<file path="config.mk">
export PLATFORM = sky130hd
export DESIGN_NAME = score_display
export DESIGN_NICKNAME = d
export VERILOG_FILES = /design/src/rtl/score_display_pkg.sv /design/src/rtl/score_display_bin2bcd_seq.sv /design/src/rtl/score_display.sv
export SDC_FILE = /design/constraint.sdc
export NUM_CORES = 1
export LEC_CHECK = 0
export ABC_AREA = 0
export CORE_MARGIN = 2
export CORE_UTILIZATION = 53
export DETAILED_ROUTE_END_ITERATION = 10
export PLACE_DENSITY = 0.8
export SETUP_SLACK_MARGIN = 0.4
export SYNTH_ARGS = -nofsm -noshare
export SYNTH_HDL_FRONTEND = slang
export SYNTH_SLANG_ARGS = --single-unit
export TNS_END_PERCENT = 1
</file>
<file path="constraint.sdc">
create_clock -name clk -period 2.23 [get_ports clk]
set_input_delay 0.446 -clock clk [delete_from_list [all_inputs] [get_ports clk]]
set_output_delay 0.446 -clock clk [all_outputs]
set_load 0.02 [all_outputs]
</file>
<file path="src/rtl/score_display_pkg.sv">
// Shared types and constants for the score display: widths, conversion FSM
// states and the active-low seven-segment encoding.
package score_display_pkg;

  localparam int SCORE_W = 6;
  localparam int BCD_W   = 8;
  localparam int CNT_W   = 3;

  typedef enum logic [1:0] {
    IDLE   = 2'd0,
    LOAD   = 2'd1,
    SHIFT  = 2'd2,
    COMMIT = 2'd3
  } conv_state_t;

  localparam logic [6:0] SEG_BLANK = 7'h7F;

  // Active-low {g,f,e,d,c,b,a} patterns for digits 0..9
  localparam logic [6:0] SEG_LUT [0:9] = '{
    7'h40, 7'h79, 7'h24, 7'h30, 7'h19,
    7'h12, 7'h02, 7'h78, 7'h00, 7'h10
  };

  function automatic logic [6:0] seg_encode(input logic [3:0] digit);
    if (digit <= 4'd9) begin
      return SEG_LUT[digit];
    end
    return SEG_BLANK;
  endfunction

endpackage

</file>
<file path="src/rtl/score_display_bin2bcd_seq.sv">
// Sequential double-dabble: converts a 6-bit binary value to two BCD digits,
// one shift per cycle, and flags the commit cycle to the parent.
module bin2bcd_seq
  import score_display_pkg::*;
(
  input  logic               clk,
  input  logic               reset,
  input  logic               i_start,
  input  logic [SCORE_W-1:0] i_bin,
  output logic               o_commit,
  output logic [BCD_W-1:0]   o_bcd,
  output logic [SCORE_W-1:0] o_value
);

  conv_state_t        r_state;
  conv_state_t        w_state_next;
  logic [SCORE_W-1:0] r_bin;
  logic [SCORE_W-1:0] r_value;
  logic [BCD_W-1:0]   r_bcd;
  logic [CNT_W-1:0]   r_cnt;
  logic [BCD_W-1:0]   w_bcd_adj;
  logic               w_capture;
  logic               w_clear;
  logic               w_shift;

  always_ff @(posedge clk or posedge reset) begin
    if (reset) begin
      r_state <= IDLE;
    end else begin
      r_state <= w_state_next;
    end
  end

  always_comb begin
    w_state_next = r_state;
    case (r_state)
      IDLE:    if (i_start) w_state_next = LOAD;
      LOAD:    w_state_next = SHIFT;
      SHIFT:   if (r_cnt == CNT_W'(SCORE_W - 1)) w_state_next = COMMIT;
      COMMIT:  w_state_next = IDLE;
      default: w_state_next = IDLE;
    endcase
  end

  always_comb begin
    w_capture = (r_state == IDLE) && i_start;
    w_clear   = (r_state == LOAD);
    w_shift   = (r_state == SHIFT);
    o_commit  = (r_state == COMMIT);
  end

  // Add-3 correction on every nibble that would overflow past 9 after shifting
  genvar gi;
  generate
    for (gi = 0; gi < BCD_W / 4; gi++) begin : g_adj
      assign w_bcd_adj[gi*4 +: 4] = (r_bcd[gi*4 +: 4] >= 4'd5) ?
                                    r_bcd[gi*4 +: 4] + 4'd3 : r_bcd[gi*4 +: 4];
    end
  endgenerate

  always_ff @(posedge clk or posedge reset) begin
    if (reset) begin
      r_bin   <= '0;
      r_value <= '0;
      r_bcd   <= '0;
      r_cnt   <= '0;
    end else begin
      if (w_capture) begin
        r_bin   <= i_bin;
        r_value <= i_bin;
      end
      if (w_clear) begin
        r_bcd <= '0;
        r_cnt <= '0;
      end
      if (w_shift) begin
        r_bcd <= {w_bcd_adj[BCD_W-2:0], r_bin[SCORE_W-1]};
        r_bin <= {r_bin[SCORE_W-2:0], 1'b0};
        r_cnt <= r_cnt + 1'b1;
      end
    end
  end

  assign o_bcd   = r_bcd;
  assign o_value = r_value;

endmodule

</file>
<file path="src/rtl/score_display.sv">
// Score display top: retriggers BCD conversion whenever the score moves and
// scans the two digits across a 4-digit common-anode display.
module score_display
  import score_display_pkg::*;
#(
  parameter int REFRESH_DIV = 100000
) (
  input  logic               clk,
  input  logic               reset,
  input  logic [SCORE_W-1:0] score_count,
  output logic [6:0]         seg,
  output logic [3:0]         an,
  output logic               dp,
  output logic               conv_done
);

  localparam int RW = $clog2(REFRESH_DIV);
  localparam logic [RW-1:0] REFRESH_MAX = RW'(REFRESH_DIV - 1);

  logic [SCORE_W-1:0] r_last_val;
  logic [3:0]         r_tens;
  logic [3:0]         r_ones;
  logic [RW-1:0]      r_refresh;
  logic [1:0]         r_idx;
  logic [6:0]         r_seg;
  logic [3:0]         r_an;
  logic               r_conv_done;

  logic               w_start;
  logic               w_commit;
  logic [BCD_W-1:0]   w_bcd;
  logic [SCORE_W-1:0] w_value;
  logic               w_wrap;
  logic [RW-1:0]      w_refresh_next;
  logic [1:0]         w_idx_next;
  logic [3:0]         w_tens_next;
  logic [3:0]         w_ones_next;
  logic [6:0]         w_seg_next;
  logic [3:0]         w_an_next;

  assign w_start = (score_count != r_last_val);

  bin2bcd_seq u_conv (
    .clk      (clk),
    .reset    (reset),
    .i_start  (w_start),
    .i_bin    (score_count),
    .o_commit (w_commit),
    .o_bcd    (w_bcd),
    .o_value  (w_value)
  );

  // Outputs are built from next-state values so seg/an/digits move together
  always_comb begin
    w_wrap         = (r_refresh == REFRESH_MAX);
    w_refresh_next = w_wrap ? '0 : r_refresh + 1'b1;
    w_idx_next     = w_wrap ? r_idx + 2'd1 : r_idx;
    w_tens_next    = w_commit ? w_bcd[7:4] : r_tens;
    w_ones_next    = w_commit ? w_bcd[3:0] : r_ones;
    w_an_next      = ~(4'b0001 << w_idx_next);
    case (w_idx_next)
      2'd0:    w_seg_next = seg_encode(w_ones_next);
      2'd1:    w_seg_next = (w_tens_next == 4'd0) ? SEG_BLANK : seg_encode(w_tens_next);
      default: w_seg_next = SEG_BLANK;
    endcase
  end

  always_ff @(posedge clk or posedge reset) begin
    if (reset) begin
      r_last_val  <= '0;
      r_tens      <= '0;
      r_ones      <= '0;
      r_refresh   <= '0;
      r_idx       <= '0;
      r_seg       <= 7'h40;
      r_an        <= 4'b1110;
      r_conv_done <= 1'b0;
    end else begin
      r_refresh   <= w_refresh_next;
      r_idx       <= w_idx_next;
      r_tens      <= w_tens_next;
      r_ones      <= w_ones_next;
      r_seg       <= w_seg_next;
      r_an        <= w_an_next;
      r_conv_done <= w_commit;
      if (w_commit) begin
        r_last_val <= w_value;
      end
    end
  end

  assign seg       = r_seg;
  assign an        = r_an;
  assign dp        = 1'b1;
  assign conv_done = r_conv_done;

endmodule

</file>
### Word-level counts from Yosys, hierarchy flattened

Memories as Yosys holds them, arrays and structs flattened.
Cells that the tools add are included.

| storage, ports and cells | value |
|---|---|
| register bits | 70 |
| memory bits (read-only) | 224 |
| logic and storage cells | 75 |
| memories kept | 2 |

Memory list:

| memory | words | bits a word | rd ports | clocked after memory_dff | wr ports | line | source |
|---|---|---|---|---|---|---|---|
| (no name shown) | 16 | 7 | 1 | 0 | 0 | score_display_pkg.sv:26 | `return SEG_LUT[digit];` |
| (no name shown) | 16 | 7 | 1 | 0 | 0 | score_display_pkg.sv:26 |  |

| cells by class | value |
|---|---|
| $add $sub $neg | 5 |
| magnitude comparators | 6 |
| equal/unequal tests | 9 |
| shifts and indexed selects | 1 |
| multiplexer cells | 29 |
| bitwise gates (word level) | 3 |
| reduce and logical (&&, ||, !) cells | 7 |

Operator list:

| cell | number |
|---|---|
| 2-to-1 mux 7 bit | 9 |
| adder 17 x 1 -> 17 bit (second input constant) | 1 |
| equality test 17 bit (second input constant) | 1 |
| 2-to-1 mux 17 bit | 1 |
| 2-to-1 mux 8 bit | 2 |
| case mux 7 bit (2 select lines) | 1 |
| 2-to-1 mux 4 bit | 3 |
| 2-to-1 mux 6 bit | 2 |
| >= comparator 5 bit (second input constant) | 2 |
| inverter 4 -> 5 bit | 2 |
| 2-to-1 mux 3 bit | 3 |
| >= comparator 4 x 3 -> 1 bit (second input constant) | 2 |
| less-or-equal comparator 4 bit (second input constant) | 2 |
| case mux 2 bit (4 select lines) | 1 |
| 2-to-1 mux 2 bit | 3 |
| inequality test 6 bit | 1 |
| adder 4 x 2 -> 4 bit (second input constant) | 1 |
| equality test 2 x 1 -> 1 bit (second input constant) | 2 |
| equality test 2 bit (second input constant) | 2 |
| zero test 2 bit | 2 |
| zero test 4 bit | 1 |
| 2-to-1 mux 1 bit | 4 |
| inverter 4 bit | 1 |
| nonzero test 2 bit | 2 |
| 9 further kinds | 9 |

### Logic depth before layout (Yosys ltp)

| logic depth | value |
|---|---|
| word-level depth | 10 |
| gate-level depth with buffers | 11 |

### Hierarchy

A second synthesis with hierarchy kept.

| second synthesis, totals | value |
|---|---|
| cell total of the unflattened synthesis | 342 |
| area, all modules | 3649.8 um2 |

By module, submodules not included:

| module | instances | cells each | area an instance (um2) | sequential area each (um2) |
|---|---|---|---|---|
| score_display | 1 | 222 | 2374.8 | 1131.1 |
| bin2bcd_seq | 1 | 120 | 1275.0 | 625.6 |

### Worst setup path after synthesis

Ideal clock, no wire load.

| timing path | value |
|---|---|
| kind | reg-to-reg |
| start point | register u_conv.r_state[1] |
| end point | register r_seg[2], in the netlist seg[2] |
| arrival | 2.254 ns |
| required time | 2.143 ns |
| slack | -0.111 ns |
| stages on the path, launching flop included | 12 |
| buffers on the path | 2 |
| period minus slack after synthesis | 2.341 ns |
| cells stage by stage | dfrtp_1 > ha_1 > buf_6 > buf_4 > mux2i_1 > inv_1 > ha_1 > nor2_1 > nor2_2 > o2111ai_1 > o31ai_1 > a22oi_1 |

RTL lines:

| what | line | source |
|---|---|---|
| from (decl) | score_display_bin2bcd_seq.sv:15 | `conv_state_t r_state;` |
| from (signal assigned) | score_display_bin2bcd_seq.sv:30 | `r_state <= w_state_next;` |
| equality test 2 bit (*) | score_display_bin2bcd_seq.sv:49 | `o_commit = (r_state == COMMIT);` |
| named net u_conv.o_commit | score_display_bin2bcd_seq.sv:10 | `output logic o_commit,` |
| 2-to-1 mux 4 bit (*) | score_display.sv:59 | `w_ones_next = w_commit ? w_bcd[3:0] : r_ones;` |
| named net w_ones_next[0] | score_display.sv:37 | `logic [3:0] w_ones_next;` |
| inverter 4 -> 5 bit (not written as such) | score_display_pkg.sv:26 |  |
| memory read (16 x 7 bit) | -- |  |
| 2-to-1 mux 7 bit (not written as such) (2 in series) | score_display_pkg.sv:26 |  |
| 2-to-1 mux 7 bit | score_display_pkg.sv:25 | `if (digit <= 4'd9) begin` |
| 2-to-1 mux 7 bit (*) | score_display_pkg.sv:28 | `return SEG_BLANK;` |
| case mux 7 bit (2 select lines) (*) | score_display.sv:61 | `case (w_idx_next)` |
| named net w_seg_next[2] | score_display.sv:38 | `logic [6:0] w_seg_next;` |
| to (signal assigned) | score_display.sv:83 | `r_seg <= w_seg_next;` |
| to (decl) | score_display.sv:25 | `logic [6:0] r_seg;` |

Mark *: on every way through the listed nets, which the timed path passes. The rest lies on a longest branch. The select of a mux whose other input is x is not followed.
A chain may end at the register's enable or synchronous reset.

### Worst setup path in the final report

| timing path | value |
|---|---|
| start point | register r_an[1], in the netlist an[1] |
| end point | output an[1] |

RTL lines:

| what | line | source |
|---|---|---|
| from (decl) | score_display.sv:26 | `logic [3:0] r_an;` |
| from (signal assigned) | score_display.sv:84 | `r_an <= w_an_next;` |
| to (decl) | score_display.sv:12 | `output logic [3:0] an,` |

No word-level cell between the ends.

==> impl_metrics.json <==
{
  "status": "finished, final reports clean",
  "cts_inserted_buffers": 9,
  "r2r_end": "seg[1]",
  "die-area_mm2": 0.00732,
  "cts_tree": "done",
  "p_int_mw": 2.87,
  "initial_core_util": 0.552,
  "synth_top_family_by_area": "simple AND/OR/NAND/NOR gates",
  "fin_nets": 394,
  "synth_edf_count": 0,
  "fmax_mhz": 521,
  "crit_type": "flop to output port",
  "die_x_um": 85.6,
  "clock_latency_ns": 0.34,
  "viasPerCell": 5.60,
  "reg2reg_from": "r_refresh[0]",
  "critPathMaxFanout": 1,
  "wire_per_inst_um": 15.3,
  "finalWirelength_mm": 6.91,
  "cts-root-buf": "clkbuf_8",
  "grt_pass1_wl_mm": 11.8,
  "cts.sink_count": 70,
  "grt_pass1_vias": 2601,
  "syn-instance-count": 330,
  "powerDensity_mw_per_mm2": 1060,
  "io_pins": 21,
  "tightest_slew_ns": 0.503,
  "synth_area_leader_cell": "dfrtp_1",
  "gp_congestion": 0.847,
  "rsz0062_at_grt": "true",
  "synthAdderAreaFrac": 0.0532,
  "syn_area_mm2": 0.00353,
  "synth_compound_area_frac": 0.114,
  "synth_xor_area_frac": 0.0596,
  "max_stage_delay_ns": 0.60,
  "synth_simple_gate_area_share": 0.132,
  "drv_slew": 0,
  "dp_hpwl_mm": 4.71,
  "grt.total_usage": 0.203,
  "start_kind": "flop",
  "finalHoldViolCount": 0,
  "ys_ff_latch": 70,
  "relSlewSlack": 0.660,
  "worst_slack_ns": 0.309,
  "syn_nets": 353,
  "setup_tns_ns": 0,
  "pre_cts_ws_ns": 0.0220,
  "drt_drc_violations_left": 0,
  "port_buffers": 19,
  "synth_area_leaders": "dfrtp_1 47%, ha_1 5.3%, xnor2_1 5.0%, mux2_2 4.5%, a21oi_1 3.1%",
  "gr-total-overflow": 0,
  "peakVddDrop_mv": 0.682,
  "arrival_ns": 1.47,
  "core_area_mm2": 0.00639,
  "postSynth.asyncResetShare": 1.00,
  "critPathTopFamily": "buffers and inverters",
  "max_cap_viol_count": 0,
  "grt_antenna_before_repair": 0,
  "switching_power_mw": 1.62,
  "syn_area_per_cell_um2": 10.7,
  "yosysSeqAreaShare": 0.498,
  "ant_nets": 0,
  "min-delay-start": "u_conv.r_bin[2]",
  "holdPathStages": 2,
  "synth.area.mux_share": 0.102,
  "finClkSkew_ns": 0.00583,
  "layout-drive-gt1-share": 0.231,
  "crit_slowest_cell": "clkdlybuf4s50_1",
  "path_clk_slew_ns": 0.08,
  "power_leakage_nw": 1.85,
  "crit_buf_inv": 1,
  "synth.distinct_cells": 50,
  "hold_path.class": "flop to flop",
  "ff2ff_path_depth": 6,
  "rrSetupSlack_ns": 0.33,
  "min_to": "u_conv.r_bin[3]",
  "clk_path_buf_depth": 2,
  "areaGrowthSynthToFinish_pct": 19.7,
  "synth_top_cell_area_share": 0.468,
  "dr_total_vias": 2538,
  "fin_crit_ns": 1.92,
  "antenna_cells": 0,
  "ys_warn_count": 0,
  "end_kind": "output port",
  "synth_top_flop_cell": "dfrtp_1",
  "seqPwrFrac": 0.385,
  "clockPowerShare": 0.208,
  "grt_max_degree": 71,
  "firstDrtPassIters": 4,
  "power.share.combinational": 0.407,
  "crit_chain": "clkdlybuf4s50_1",
  "dieHeight_um": 85.6,
  "hold_buffers": 0,
  "switching_share": 0.360,
  "period_share": 0.861,
  "finalPower_mw": 4.48,
  "drt-initial-drc-count": 124,
  "rows": 29,
  "setup_viol": 0,
  "worstPathRequired_ns": 1.78,
  "fin_util": 0.661,
  "cts_max_level": 3
}
registers in the layout (all words and copies together) (netlist names):
register        count
an                  4
conv_done           1
r_idx               2
r_last_val          6
r_ones              4
r_refresh          17
r_tens              4
seg                 7
u_conv.o_bcd        8
u_conv.o_value      6
u_conv.r_bin        6
u_conv.r_cnt        3
u_conv.r_state      2
kinds of logic (layout without fill, tap and decap cells):
kind of cell	count (synthesis)	count (layout)
AO/OA/AOI/OAI	67	67
XOR/XNOR	24	24
adder cells (fa/ha/maj)	15	15
buffers and inverters	33	79
flip-flops	70	70
multiplexers	31	31
other	1	1
AND/OR/NAND/NOR	89	89
area by class of cell:
cell class                      count  area (um2)
Fill cell                         489        2160
Clock buffer                       10         138
Timing Repair Buffer               40         363
Clock inverter                      6        46.3
Inverter                           23        90.1
Tap cell                           77        96.3
Sequential cell                    70        1760
Multi-Input combinational cell    227        1730
placed cells by master, fill, tap and decap left out, types with 3 or more instances in the layout:
master and instances:
ha_2 3, nand4_1 3, o21ai_1 5, clkdlybuf4s50_1 18
mux2i_2 3, dfrtp_1 66, clkbuf_8 10, inv_2 5
clkinvlp_4 3, nand3_1 11, a31oi_1 3, ha_1 11
dfstp_2 4, o22ai_1 6, nor2_1 19, nand2b_1 4
and3_1 5, nor3_1 4, inv_1 17, nand2_1 24
mux2i_4 4, a21oi_1 21, a22oi_1 3, mux2i_1 9
buf_4 19, xor2_1 4, xnor2_1 20, mux2_2 14
o21ai_0 15
power groups by stage:
| stage | clock (mW) | combinational (mW) | sequential, mW |
|---|---|---|---|
| after detailed placement | 0 | 1.69 | 1.74 |
| after floorplan | 0 | 1.20 | 1.75 |
| after global routing | 1.00 | 1.99 | 1.76 |
| final | 0.932 | 1.82 | 1.73 |
| after global placement | 0 | 1.63 | 1.73 |
| after CTS | 0.955 | 1.72 | 1.73 |
layer usage:
metal,share of wire,wire length [um],global-route usage
met1,0.45,3090,0.262
met2,0.50,3470,0.338
met5,0,0,0
met4,0.015,106,0.0866
met3,0.035,245,0.0356
worst reg2reg max path, cell delays in order (launching register included):
cell,delay (ns)
dfrtp_1,0.39
ha_1,0.24
and4_4,0.21
and4_4,0.18
or3b_4,0.42
a221oi_2,0.27
nor2_1,0.07
Yosys cell counts, types with 5 or more instances:
| cell | number |
|---|---|
| dfrtp_1 | 66 |
| nand2_1 | 25 |
| a21oi_1 | 22 |
| nor2_1 | 20 |
| xnor2_1 | 20 |
| inv_1 | 19 |
| ha_1 | 15 |
| o21ai_0 | 15 |
| mux2_2 | 14 |
| nand3_1 | 12 |
| mux2i_1 | 10 |
| o22ai_1 | 6 |
| and3_1 | 5 |
| mux2i_2 | 5 |
| nor3_1 | 5 |
| o21ai_1 | 5 |
metrics by stage:
stage	instance area [um2]	hold WS, ns	std cells
floorplan	3550	0.455	330
global placement	3930	0.469	434
detailed placement	3930	0.480	434
CTS	4150	0.502	452
global route	4220	0.532	453
finish	4220	0.496	453
repair_timing:
item / CTS / global route
endpoints found under the setup margin: 18 / 32
setup buffers: 2 / 1
pin swaps: 0 / 1
resized for setup: 8 / 13
worst max-delay path by stage:
stage / slack (ns) / end / start / cells after the start
finish: 0.31 / an[1] / an[1] / 1
global placement: 0.09 / u_conv.o_value[0] / score_count[1] / 6
CTS: 0.30 / seg[2] / u_conv.r_state[0] / 9
floorplan: 0.03 / seg[2] / u_conv.r_state[1] / 11
global route: 0.24 / seg[2] / u_conv.r_state[1] / 9
detailed placement: 0.02 / u_conv.o_value[1] / score_count[2] / 6
No activity file was read; power rests on OpenSTA's default activity.
